==> config.mk <==
export PLATFORM = sky130hd
export DESIGN_NAME = multi_ball_box_top
export DESIGN_NICKNAME = d
export VERILOG_FILES = /design/src/rtl/vga_pkg.sv /design/src/rtl/vga_timing.sv /design/src/rtl/multi_ball_box_top.sv
export SDC_FILE = /design/constraint.sdc
export NUM_CORES = 1
export LEC_CHECK = 0
export CORE_MARGIN = 2
export CORE_UTILIZATION = 53
export CTS_CLUSTER_DIAMETER = 150
export CTS_CLUSTER_SIZE = 14
export DETAILED_ROUTE_END_ITERATION = 7
export PLACE_DENSITY = 0.69
export SLEW_MARGIN = 5
export SYNTH_ARGS = -nofsm -noshare
export SYNTH_HDL_FRONTEND = slang
export SYNTH_SLANG_ARGS = --single-unit
==> constraint.sdc <==
create_clock -name clk -period 3.7 [get_ports clk]
set_input_delay 0.74 -clock clk [delete_from_list [all_inputs] [get_ports clk]]
set_output_delay 0.74 -clock clk [all_outputs]
set_load 0.01 [all_outputs]
==> src/rtl/vga_pkg.sv <==
// Shared 640x480@60 timing constants, box defaults and the per-axis bounce step
// used by the multi-ball demo.
package vga_pkg;

  localparam int H_VISIBLE = 640;
  localparam int H_FRONT   = 16;
  localparam int H_SYNC    = 96;
  localparam int H_BACK    = 48;
  localparam int H_TOTAL   = H_VISIBLE + H_FRONT + H_SYNC + H_BACK;

  localparam int V_VISIBLE = 480;
  localparam int V_FRONT   = 10;
  localparam int V_SYNC    = 2;
  localparam int V_BACK    = 33;
  localparam int V_TOTAL   = V_VISIBLE + V_FRONT + V_SYNC + V_BACK;

  localparam int H_W     = 10;
  localparam int V_W     = 10;
  localparam int POS_W   = 10;
  localparam int SPEED_W = 3;

  localparam logic [H_W-1:0] H_LAST     = H_W'(H_TOTAL - 1);
  localparam logic [H_W-1:0] H_VIS_END  = H_W'(H_VISIBLE);
  localparam logic [H_W-1:0] HS_FIRST   = H_W'(H_VISIBLE + H_FRONT);
  localparam logic [H_W-1:0] HS_LAST    = H_W'(H_VISIBLE + H_FRONT + H_SYNC - 1);
  localparam logic [V_W-1:0] V_LAST     = V_W'(V_TOTAL - 1);
  localparam logic [V_W-1:0] V_VIS_END  = V_W'(V_VISIBLE);
  localparam logic [V_W-1:0] V_VIS_LAST = V_W'(V_VISIBLE - 1);
  localparam logic [V_W-1:0] VS_FIRST   = V_W'(V_VISIBLE + V_FRONT);
  localparam logic [V_W-1:0] VS_LAST    = V_W'(V_VISIBLE + V_FRONT + V_SYNC - 1);

  localparam int DEF_BOX_LEFT   = 32;
  localparam int DEF_BOX_RIGHT  = 607;
  localparam int DEF_BOX_TOP    = 32;
  localparam int DEF_BOX_BOTTOM = 447;

  localparam logic WALL_BIT = 1'b1;

  typedef struct packed {
    logic [POS_W-1:0] pos;
    logic             neg;
  } axis_t;

  // Signed compares keep pos - speed from wrapping below zero near the low wall.
  function automatic axis_t step_axis(input logic [POS_W-1:0]   pos,
                                      input logic               neg,
                                      input logic [SPEED_W-1:0] spd,
                                      input logic signed [POS_W:0] lo,
                                      input logic signed [POS_W:0] hi);
    axis_t r;
    logic signed [POS_W:0] p;
    logic signed [POS_W:0] s;
    p = signed'({1'b0, pos});
    s = signed'({{(POS_W + 1 - SPEED_W){1'b0}}, spd});
    r.pos = pos;
    r.neg = neg;
    if (!neg) begin
      if (p + s > hi) begin
        r.pos = hi[POS_W-1:0];
        r.neg = 1'b1;
      end else begin
        r.pos = pos + {{(POS_W - SPEED_W){1'b0}}, spd};
      end
    end else begin
      if (p - s < lo) begin
        r.pos = lo[POS_W-1:0];
        r.neg = 1'b0;
      end else begin
        r.pos = pos - {{(POS_W - SPEED_W){1'b0}}, spd};
      end
    end
    return r;
  endfunction

  // Colour 0 would vanish into the background, so it is remapped to 1.
  function automatic int ball_colour(input int idx, input int rgb_w);
    int m;
    int c;
    m = (1 << rgb_w) - 1;
    c = (idx + 1) % m;
    return (c == 0) ? 1 : c;
  endfunction

endpackage

==> src/rtl/vga_timing.sv <==
// 640x480 raster counters with raw (unregistered) syncs, visible-area flag and
// the end-of-visible-frame pulse that drives ball motion.
module vga_timing
  import vga_pkg::*;
(
  input  logic           clk,
  input  logic           reset,
  output logic [H_W-1:0] h,
  output logic [V_W-1:0] v,
  output logic           hsync_raw,
  output logic           vsync_raw,
  output logic           video_on,
  output logic           frame_tick
);

  logic [H_W-1:0] h_q, h_d;
  logic [V_W-1:0] v_q, v_d;

  always_comb begin
    h_d = h_q + H_W'(1);
    v_d = v_q;
    if (h_q == H_LAST) begin
      h_d = '0;
      v_d = (v_q == V_LAST) ? '0 : v_q + V_W'(1);
    end
  end

  always_ff @(posedge clk) begin
    if (reset) begin
      h_q <= '0;
      v_q <= '0;
    end else begin
      h_q <= h_d;
      v_q <= v_d;
    end
  end

  assign h          = h_q;
  assign v          = v_q;
  assign hsync_raw  = !((h_q >= HS_FIRST) && (h_q <= HS_LAST));
  assign vsync_raw  = !((v_q >= VS_FIRST) && (v_q <= VS_LAST));
  assign video_on   = (h_q < H_VIS_END) && (v_q < V_VIS_END);
  assign frame_tick = (h_q == H_LAST) && (v_q == V_VIS_LAST);

endmodule

==> src/rtl/multi_ball_box_top.sv <==
// Bouncing-ball demo: NUM_BALLS squares inside a walled box, with pause and
// speed buttons, driving registered VGA sync and colour pins.
module multi_ball_box_top
  import vga_pkg::*;
#(
  parameter int NUM_BALLS  = 2,
  parameter int RGB_W      = 3,
  parameter int BALL_SIZE  = 8,
  parameter int BOX_LEFT   = DEF_BOX_LEFT,
  parameter int BOX_RIGHT  = DEF_BOX_RIGHT,
  parameter int BOX_TOP    = DEF_BOX_TOP,
  parameter int BOX_BOTTOM = DEF_BOX_BOTTOM
) (
  input  logic             clk,
  input  logic             reset,
  input  logic [1:0]       btn,
  output logic             vga_hsync,
  output logic             vga_vsync,
  output logic [RGB_W-1:0] vga_rgb
);

  localparam logic signed [POS_W:0] X_LO = (POS_W + 1)'(BOX_LEFT + 1);
  localparam logic signed [POS_W:0] X_HI = (POS_W + 1)'(BOX_RIGHT - BALL_SIZE);
  localparam logic signed [POS_W:0] Y_LO = (POS_W + 1)'(BOX_TOP + 1);
  localparam logic signed [POS_W:0] Y_HI = (POS_W + 1)'(BOX_BOTTOM - BALL_SIZE);

  localparam logic [H_W-1:0] WALL_L = H_W'(BOX_LEFT);
  localparam logic [H_W-1:0] WALL_R = H_W'(BOX_RIGHT);
  localparam logic [V_W-1:0] WALL_T = V_W'(BOX_TOP);
  localparam logic [V_W-1:0] WALL_B = V_W'(BOX_BOTTOM);
  localparam logic [POS_W:0] BALL_SPAN = (POS_W + 1)'(BALL_SIZE - 1);

  logic [H_W-1:0] h;
  logic [V_W-1:0] v;
  logic           hsync_raw;
  logic           vsync_raw;
  logic           video_on;
  logic           frame_tick;

  vga_timing u_timing (
    .clk        (clk),
    .reset      (reset),
    .h          (h),
    .v          (v),
    .hsync_raw  (hsync_raw),
    .vsync_raw  (vsync_raw),
    .video_on   (video_on),
    .frame_tick (frame_tick)
  );

  logic [1:0]         btn_meta_q, btn_meta_d;
  logic [1:0]         btn_sync_q, btn_sync_d;
  logic [1:0]         btn_prev_q, btn_prev_d;
  logic [1:0]         btn_rise;
  logic               paused_q, paused_d;
  logic [SPEED_W-1:0] speed_q, speed_d;

  // Two-flop synchroniser, then a rising-edge detector on the synchronised copy.
  always_comb begin
    btn_meta_d = btn;
    btn_sync_d = btn_meta_q;
    btn_prev_d = btn_sync_q;
    btn_rise   = btn_sync_q & ~btn_prev_q;
    paused_d   = paused_q ^ btn_rise[0];
    speed_d    = speed_q;
    if (btn_rise[1]) begin
      speed_d = (speed_q == SPEED_W'(4)) ? SPEED_W'(1) : speed_q + SPEED_W'(1);
    end
  end

  always_ff @(posedge clk) begin
    if (reset) begin
      btn_meta_q <= '0;
      btn_sync_q <= '0;
      btn_prev_q <= '0;
      paused_q   <= 1'b0;
      speed_q    <= SPEED_W'(1);
    end else begin
      btn_meta_q <= btn_meta_d;
      btn_sync_q <= btn_sync_d;
      btn_prev_q <= btn_prev_d;
      paused_q   <= paused_d;
      speed_q    <= speed_d;
    end
  end

  logic [NUM_BALLS-1:0] ball_hit;

  for (genvar i = 0; i < NUM_BALLS; i++) begin : g_ball
    localparam logic [POS_W-1:0] X_INIT  = POS_W'(BOX_LEFT + 1 + 64 * i);
    localparam logic [POS_W-1:0] Y_INIT  = POS_W'(BOX_TOP + 1 + 32 * i);
    localparam logic             DX_INIT = ((i % 2) == 1);

    logic [POS_W-1:0] x_q, x_d;
    logic [POS_W-1:0] y_q, y_d;
    logic             dx_neg_q, dx_neg_d;
    logic             dy_neg_q, dy_neg_d;
    axis_t            x_step;
    axis_t            y_step;

    always_comb begin
      x_step   = step_axis(x_q, dx_neg_q, speed_q, X_LO, X_HI);
      y_step   = step_axis(y_q, dy_neg_q, speed_q, Y_LO, Y_HI);
      x_d      = x_q;
      y_d      = y_q;
      dx_neg_d = dx_neg_q;
      dy_neg_d = dy_neg_q;
      if (frame_tick && !paused_q) begin
        x_d      = x_step.pos;
        dx_neg_d = x_step.neg;
        y_d      = y_step.pos;
        dy_neg_d = y_step.neg;
      end
    end

    always_ff @(posedge clk) begin
      if (reset) begin
        x_q      <= X_INIT;
        y_q      <= Y_INIT;
        dx_neg_q <= DX_INIT;
        dy_neg_q <= 1'b0;
      end else begin
        x_q      <= x_d;
        y_q      <= y_d;
        dx_neg_q <= dx_neg_d;
        dy_neg_q <= dy_neg_d;
      end
    end

    assign ball_hit[i] = ({1'b0, h} >= {1'b0, x_q}) &&
                         ({1'b0, h} <= {1'b0, x_q} + BALL_SPAN) &&
                         ({1'b0, v} >= {1'b0, y_q}) &&
                         ({1'b0, v} <= {1'b0, y_q} + BALL_SPAN);
  end

  logic             wall;
  logic             hsync_q, hsync_d;
  logic             vsync_q, vsync_d;
  logic [RGB_W-1:0] rgb_q, rgb_d;

  assign wall = (((h == WALL_L) || (h == WALL_R)) && (v >= WALL_T) && (v <= WALL_B)) ||
                (((v == WALL_T) || (v == WALL_B)) && (h >= WALL_L) && (h <= WALL_R));

  // Descending scan so the lowest-index ball is the last to write and wins.
  always_comb begin
    hsync_d = hsync_raw;
    vsync_d = vsync_raw;
    rgb_d   = '0;
    if (video_on) begin
      if (wall) begin
        rgb_d = {RGB_W{WALL_BIT}};
      end else begin
        for (int i = NUM_BALLS - 1; i >= 0; i--) begin
          if (ball_hit[i]) begin
            rgb_d = RGB_W'(ball_colour(i, RGB_W));
          end
        end
      end
    end
  end

  always_ff @(posedge clk) begin
    if (reset) begin
      hsync_q <= 1'b1;
      vsync_q <= 1'b1;
      rgb_q   <= '0;
    end else begin
      hsync_q <= hsync_d;
      vsync_q <= vsync_d;
      rgb_q   <= rgb_d;
    end
  end

  assign vga_hsync = hsync_q;
  assign vga_vsync = vsync_q;
  assign vga_rgb   = rgb_q;

endmodule

==> metrics.txt, run 1 <==
status finished, final reports clean; Die Ht 132 um; Post-synth ARST share 0%; power density over the cells 232 nW/um2; post-CTS setup buffer count 0; share of cells above drive strength 1 5.37%; first-pass GRT wire length 39.8 mm; Initial Util 54.3%; area delta synth->final 6.83%; CTS sink cnt 79; CTS root buf clkbuf_16; hold_sp btn_meta_q[0]; Startpoint Class flip-flop; DRT iter0 DRCs 678; worst vdd ir 219 uV; top cells by area, synth dfxtp_1 18%, ha_1 17%, xnor2_1 6.5%; RR Endpoint g_ball[0].y_q[5]; CTS tree done; Slew @ Worst Pin 0.688 ns; r2r worst-path depth 9; number of port buffers 8; core area 15900 um2; IO Pins 9; PostCTS Resize Cnt 0; total CTS buffers 9; 1st-pass router iterations 7; final WL 24.2 mm; Via density 6.31; DRC viols 0; syn_nets 1256; YS warnings 0; Seq/Total Area, Yosys 18.3%; total track usage 27.9%; Worst Path Required 3.94 ns; flop-to-flop setup slack 0.29 ns; largest net degree at the start of global routing 28; clock-pin slew on the worst setup and hold paths 0.07 ns; cts hold-fix bufs 0; Synth cell types 84; synth cell count leaders 114 x ha_1, 100 x nor2_1, 81 x a21oi_1; RSZ-0062 raised after global routing false; type of the worst min-delay path reg -> reg; Die Wd 132 um; LEAKAGE 0.00357 uW; Max Cap Viol 0; vias in the first global route 7772; Worst Setup End Kind flip-flop; Final #Nets 1240; synthesized area 8620 um2; WP data arrival 3.64 ns; final count of hold timing violations 0; Crit Path Max Fanout 14; ANT cells 0; M2 GR Usage 45.5%; clock tree buffer depth 2; met3 global-route usage 3.94%; final worst path period share 92.1%; die area 17300 um2; Final setup violation count 0; Hold Worst Slack 0.443 ns; EDFF count, synth 0; initial antenna violation count 0; CP Class reg -> reg; ANT nets after route 0; WHS Endpoint btn_prev_d[0]; grt total ovfl 0; setup TNS 0 ns; hold path cells 1; synthesized flop and latch total 79; WL/cell 18.2 um; routability cong. 0.936; vias 8418; Top FF cell, synth dfxtp_1; DPL Wire Length 17.9 mm; H-tree levels 3; final instance area 9210 um2; highest clock rate 0.294 GHz; Rel. slew slack 54.0%; area leader, netlist dfxtp_1; fin crit period 3.41 ns; Yosys top cell area share 18.3%; Worst-Skew Late Latency 0.35 ns; Mapped Avg Cell Area 7.63 um2; most frequent cell after synthesis ha_1; gr busiest metal met2; clock skew 0.00514 ns; worst r2r src speed_q[2]; dpl cell area 8890 um2; row cnt 46; Mapped Cells 1130; count of final max-slew check failures 0; met1 Track Usage GR 37.1%
## sequential cells by signal, indices dropped and copies added, names as in the netlist, 3 cells and up
register / count
g_ball.y_q: 20
speed_q: 3
u_timing.v: 10
u_timing.h: 10
vga_rgb: 3
g_ball.x_q: 20
## worst max-delay path by stage
stage | depth (start not counted) | slack (ns) | endpoint | startpoint
detailed placement | 9 | 0.39 | g_ball[0].y_q[5] | speed_q[2]
finish | 9 | 0.29 | g_ball[0].y_q[5] | speed_q[2]
floorplan | 9 | 0.84 | g_ball[1].y_q[3] | speed_q[1]
CTS | 9 | 0.38 | g_ball[0].y_q[5] | speed_q[2]
global placement | 9 | 0.44 | g_ball[0].y_q[2] | speed_q[2]
global route | 9 | 0.14 | g_ball[1].x_q[4] | speed_q[2]
## cell usage in the layout (no fill, tap or decap), drive strengths merged, types with 41 or more instances in the layout
cell type	synthesis	final
dfxtp	79	79
nor2	100	100
ha	114	114
xnor2	64	64
inv	64	64
o21ai	65	65
a21oi	83	83
nand3	41	41
nor3	42	42
nand2	68	68
## per-layer routing
metal | vias to the layer above | part of all wire (%)
met3 | 57 | 5.4
met4 | 0 | 2.9
met5 | - | 0
met1 | 3942 | 46
met2 | 283 | 46
li1 | 4136 | -
## worst max-delay path, cell delays in order (launching register included)
cell	delay, ns
dfxtp_1	0.53
inv_1	0.26
ha_1	0.59
nand2b_1	0.16
o311a_1	0.37
nor4_1	0.09
o311ai_1	0.55
nand3b_1	0.27
o32a_1	0.35
a2bb2oi_1	0.13
## report_power, final
group          switching, uW  total [uW]  internal [uW]  leakage [uW]
clock                    396        1000            606      0.000147
combinational            151         255            104       0.00279
sequential              21.4         884            863      0.000639
## per-stage QoR
stage	power, uW	util [%]	std cells	setup WS (ns)
floorplan	1090	-	1130	0.836
global placement	1150	56.0	1319	0.445
detailed placement	1150	56.0	1319	0.390
CTS	2160	58.0	1334	0.381
global route	2220	58.0	1334	0.144
finish	2140	58.0	1334	0.294
## layout make-up
class                      count  area (um2)
tap                          216         270
inverter                      68         255
sequential                    79        1580
clock inverter                 5        82.6
fill                        1513        6670
timing repair buffer          28         225
clock buffer                  10         239
multi-input combinational    928        6560
## logic make-up after synthesis
family / count (synthesis) / share of synthesized area, %
XOR/XNOR: 73 / 7.42
AO/OA/AOI/OAI: 319 / 25.0
buffers and inverters: 123 / 5.60
adder cells (fa/ha/maj): 122 / 18.4
flip-flops: 79 / 18.3
multiplexers: 1 / 0.116
AND/OR/NAND/NOR: 413 / 25.1
(Power assumes the default switching activity.)
==> inputs of run 2 (changes only) <==
--- a/config.mk
+++ b/config.mk
@@ -7,7 +7,8 @@
 export LEC_CHECK = 0
 export CORE_MARGIN = 2
 export CORE_UTILIZATION = 53
-export CTS_CLUSTER_DIAMETER = 150
+export CTS_BUF_LIST = sky130_fd_sc_hd__clkbuf_16
+export CTS_CLUSTER_DIAMETER = 30
 export CTS_CLUSTER_SIZE = 14
 export DETAILED_ROUTE_END_ITERATION = 7
 export PLACE_DENSITY = 0.69
==> constraint.sdc (replaced) <==
create_clock -name clk -period 3.6 [get_ports clk]
set_input_delay 0.72 -clock clk [delete_from_list [all_inputs] [get_ports clk]]
set_output_delay 0.72 -clock clk [all_outputs]
set_load 0.01 [all_outputs]
==> metrics.txt, run 2 (synthesis results as in run 1) <==
final worst path period share 93.6%; worst vdd ir 229 uV; status finished, final reports clean; Buf/Inv on CP 1; post-CTS setup buffer count 0; largest registers g_ball.x_q x20, g_ball.y_q x20; first-pass GRT wire length 40.3 mm; ANT cells 0; Die Ht 132 um; RSZ-0062 raised after global routing false; share of cells above drive strength 1 5.78%; critical path, cell by cell inv_1 > ha_1 > nand2b_1 > o311a_1 > nor4_1 > o311ai_1 > nand3b_1 > or3_1 > o311ai_0; register area 1580 um2; ANT nets after route 0; final instance area 9230 um2; Hold Worst Slack 0.439 ns; CTS sink cnt 79; CTS root buf clkbuf_16; multi-input combinational cell area 6560 um2; total track usage 28.2%; WL/cell 18.1 um; WP data arrival 3.62 ns; Comb pwr share 12.3%; Via density 6.34; routability cong. 0.948; area delta synth->final 7.01%; Startpoint Class flip-flop; number of port buffers 8; Rel. slew slack 53.5%; Crit Path Max Fanout 14; cts hold-fix bufs 0; vias in the first global route 8083; hold_sp btn_meta_q[0]; total placed cells including tap cells 1325; slowest CP cell ha_1; worst r2r src speed_q[2]; die area 17300 um2; initial antenna violation count 0; final count of hold timing violations 0; LEAKAGE 0.00359 uW; Max stage delay on crit path 0.59 ns; most frequent standard cell in the layout excluding fill and tap cells ha_1; Top delay family on crit path compound AO/OA/AOI/OAI gates; Power, Total 2120 uW; dpl cell area 8930 um2; Die Wd 132 um; flop-to-flop setup slack 0.23 ns; Non-Filler Instances 1341; count of final max-slew check failures 0; type of the worst min-delay path reg -> reg; Critical path origin speed_q[2]; sw frac 28.0%; CTS tree done; power density over the cells 230 nW/um2; Final #Nets 1246; DRT iter0 DRCs 669; CP Class reg -> reg; core area 15900 um2; Worst-Skew Late Latency 0.36 ns; Initial Util 54.3%; Max Cap Viol 0; DRC viols 0; Worst Setup End Kind flip-flop; H-tree levels 3; Clock power frac 44.8%; largest net degree at the start of global routing 36; Worst Path Required 3.85 ns; Slew @ Worst Pin 0.697 ns; Power Internal 1520 uW; most frequent cells in the layout 113 x ha_1, 100 x nor2_1, 81 x a21oi_1; highest clock rate 0.297 GHz; P_sw 593 uW; Final setup violation count 0; DPL Wire Length 18.2 mm; grt total ovfl 0; fin crit period 3.37 ns; IO Pins 9; 1st-pass router iterations 7; clock-pin slew on the worst setup and hold paths 0.07 ns; row cnt 46; power share of the sequential group 42.9%; fill count 1512; final WL 24.2 mm; clock tree buffer depth 2; setup TNS 0 ns; total CTS buffers 9; vias 8502; clock skew 0.00898 ns
-- run 2: path summary, 6_finish.rpt --
path | endpoint | cells after the start
setup / recovery | g_ball[0].y_q[3] | 9
hold / removal | btn_prev_d[0] | 1
setup reg to reg | g_ball[0].y_q[3] | 9
hold reg to reg | btn_prev_d[0] | 1
-- run 2: cell type report --
type                            count  share of cell area (%)
Multi-Input combinational cell    928                    71.1
Clock buffer                        9                    2.44
Clock inverter                      7                   0.692
Sequential cell                    79                    17.1
Timing Repair Buffer               34                    2.93
Inverter                           68                    2.77
Tap cell                          216                    2.93
-- run 2: power by group through the flow --
stage / clock (uW) / combinational, uW / sequential, uW
6_report: 948 / 261 / 909
5_1_grt: 995 / 295 / 910
4_1_cts: 960 / 259 / 908
3_5_place_dp: 0 / 257 / 927
3_3_place_gp: 0 / 254 / 927
2_1_floorplan: 0 / 203 / 917
-- run 2: per-stage QoR --
| step | worst slack (ns) | utilization, % |
|---|---|---|
| after global placement | 0.347 | 56.2 |
| after detailed placement | 0.290 | 56.2 |
| after CTS | 0.290 | 58.1 |
| after global routing | 0.00275 | 58.1 |
| after floorplan | 0.736 | - |
| final | 0.232 | 58.1 |
-- run 2: worst register-to-register path, stage by stage (launching register included) --
cell      delay, ns
dfxtp_1        0.52
inv_1          0.23
ha_1           0.59
nand2b_1       0.16
o311a_1        0.37
nor4_1         0.10
o311ai_1       0.54
nand3b_1       0.25
or3_1          0.42
o311ai_0       0.10
-- run 2: metal layers --
metal  up-vias  GRT usage, %  part of all wire [%]
met5         -             0                     0
met1      3964          37.0                    45
met2       314          46.1                    46
met4         0          12.0                   3.2
met3        57          4.21                   5.8
li1       4167             -                     -
-- run 2: repair_timing --
item                                    CTS  global route
gates resized for setup                   0             1
endpoints found under the hold margin     0             0
endpoints found under the setup margin    0             1
==> inputs of run 3 (changes only) <==
--- a/config.mk
+++ b/config.mk
@@ -6,13 +6,13 @@
 export NUM_CORES = 1
 export LEC_CHECK = 0
 export CORE_MARGIN = 2
-export CORE_UTILIZATION = 53
+export CORE_UTILIZATION = 60
 export CTS_BUF_LIST = sky130_fd_sc_hd__clkbuf_16
 export CTS_CLUSTER_DIAMETER = 30
 export CTS_CLUSTER_SIZE = 14
 export DETAILED_ROUTE_END_ITERATION = 7
-export PLACE_DENSITY = 0.69
-export SLEW_MARGIN = 5
+export PLACE_DENSITY = 0.77
+export SLEW_MARGIN = 10
 export SYNTH_ARGS = -nofsm -noshare
 export SYNTH_HDL_FRONTEND = slang
 export SYNTH_SLANG_ARGS = --single-unit
==> metrics.txt, run 3 (synthesis results as in run 1) <==
status finished, final reports clean; slowest CP cell ha_1; H-tree levels 3; total track usage 32.7%; RSZ-0062 raised after global routing false; clock tree buffer depth 2; CTS root buf clkbuf_16; Non-Filler Instances 1304; met2 wire length 11.1 mm; Clock power frac 41.5%; Die Ht 124 um; DRT iter0 DRCs 770; largest net degree at the start of global routing 39; type of the worst min-delay path reg -> reg; CTS sink cnt 79; CP Class reg -> reg; most frequent standard cell in the layout excluding fill and tap cells ha_1; number of port buffers 8; Comb pwr share 12.8%; vias 8714; share of cells above drive strength 1 5.78%; Max Cap Viol 0; Worst Setup End Kind flip-flop; Final #Nets 1247; highest clock rate 0.292 GHz; Startpoint Class flip-flop; Final setup violation count 0; final WL 24.2 mm; critical path, cell by cell inv_1 > ha_1 > nand2b_1 > o311a_1 > nor4_1 > o311ai_2 > nand3b_1 > o32a_1 > a2bb2oi_1; final worst path period share 95.0%; core area 13900 um2; initial antenna violation count 0; total CTS buffers 9; routability cong. 0.983; power density over the cells 218 nW/um2; die area 15300 um2; Worst-Skew Late Latency 0.36 ns; vias in the first global route 8077; Post-Route M1 WL 10.6 mm; clock skew 0.00892 ns; WP data arrival 3.66 ns; DPL Wire Length 17.7 mm; grt total ovfl 0; Die Wd 124 um; area delta synth->final 6.24%; Rel. slew slack 48.9%; Crit Path Max Fanout 14; metal3 WL 1.56 mm; power share of the sequential group 45.6%; first-pass GRT wire length 39.5 mm; post-CTS setup buffer count 0; Top Layer Used met4; setup TNS 0 ns; P_sw 559 uW; ANT nets after route 0; Power Internal 1440 uW; Max stage delay on crit path 0.62 ns; cts hold-fix bufs 0; 1st-pass router iterations 6; count of final max-slew check failures 0; WL/cell 18.5 um; row cnt 43; Layout Utilization 65.7%; ANT cells 0; largest registers g_ball.x_q x20, g_ball.y_q x20; most frequent cells in the layout 114 x ha_1, 100 x nor2_1, 81 x a21oi_1; fin crit period 3.42 ns; LEAKAGE 0.00359 uW; PostCTS Resize Cnt 0; DRC viols 0; CTS tree done; final count of hold timing violations 0; Initial Util 61.9%; Worst Path Required 3.84 ns; Via density 6.68; sw frac 27.9%; total placed cells including tap cells 1290; worst vdd ir 227 uV; IO Pins 9; Slew @ Worst Pin 0.758 ns; clock-pin slew on the worst setup and hold paths 0.06 ns
==> run 3: worst paths after layout <==
path	from	to	slack, ns	depth (start not counted)
worst max-delay path	speed_q[2]	g_ball[0].y_q[5]	0.18	9
worst min-delay path	btn_meta_q[0]	btn_prev_d[0]	0.42	1
worst max register to register	speed_q[2]	g_ball[0].y_q[5]	0.18	9
worst min register to register	btn_meta_q[0]	btn_prev_d[0]	0.42	1
==> run 3: layer usage <==
| layer | track usage [%] | up-vias |
|---|---|---|
| li1 | - | 4163 |
| met1 | 41.3 | 4081 |
| met2 | 52.6 | 391 |
| met3 | 6.59 | 79 |
| met4 | 16.6 | 0 |
| met5 | 0 | - |
==> run 3: final cells by class <==
| cell class | instances | area, um2 |
|---|---|---|
| multi-input combinational | 928 | 6580 |
| fill | 1264 | 4770 |
| sequential | 79 | 1580 |
| timing repair buffer | 35 | 278 |
| inverter | 68 | 255 |
| clock buffer | 9 | 225 |
| tap | 180 | 225 |
| clock inverter | 5 | 20.0 |
==> run 3: power groups by stage <==
stage	Sequential [uW]	Clock (uW)	Combinational [uW]
3_5_place_dp	931	0	249
2_1_floorplan	917	0	203
5_1_grt	916	867	285
4_1_cts	912	845	251
3_3_place_gp	931	0	242
6_report	913	831	256
==> run 3: critical path, delay by kind of cell (launching register included) <==
kind	cells	cell delay (ns)
DFF	1	0.58
adders and majority gates	1	0.62
AOI/OAI and AO/OA	4	1.30
and+or+nand+nor	3	0.53
buffers and inverters	1	0.28
==> run 3: per-stage QoR <==
stage               hold WS, ns  power, uW  setup slack, ns  area [um2]
floorplan                 0.414       1120            0.736        8620
global placement          0.417       1170            0.207        8900
detailed placement        0.423       1180            0.113        8900
CTS                       0.434       2010            0.107        9140
global route              0.452       2070           0.0160        9160
finish                    0.423       2000            0.179        9160
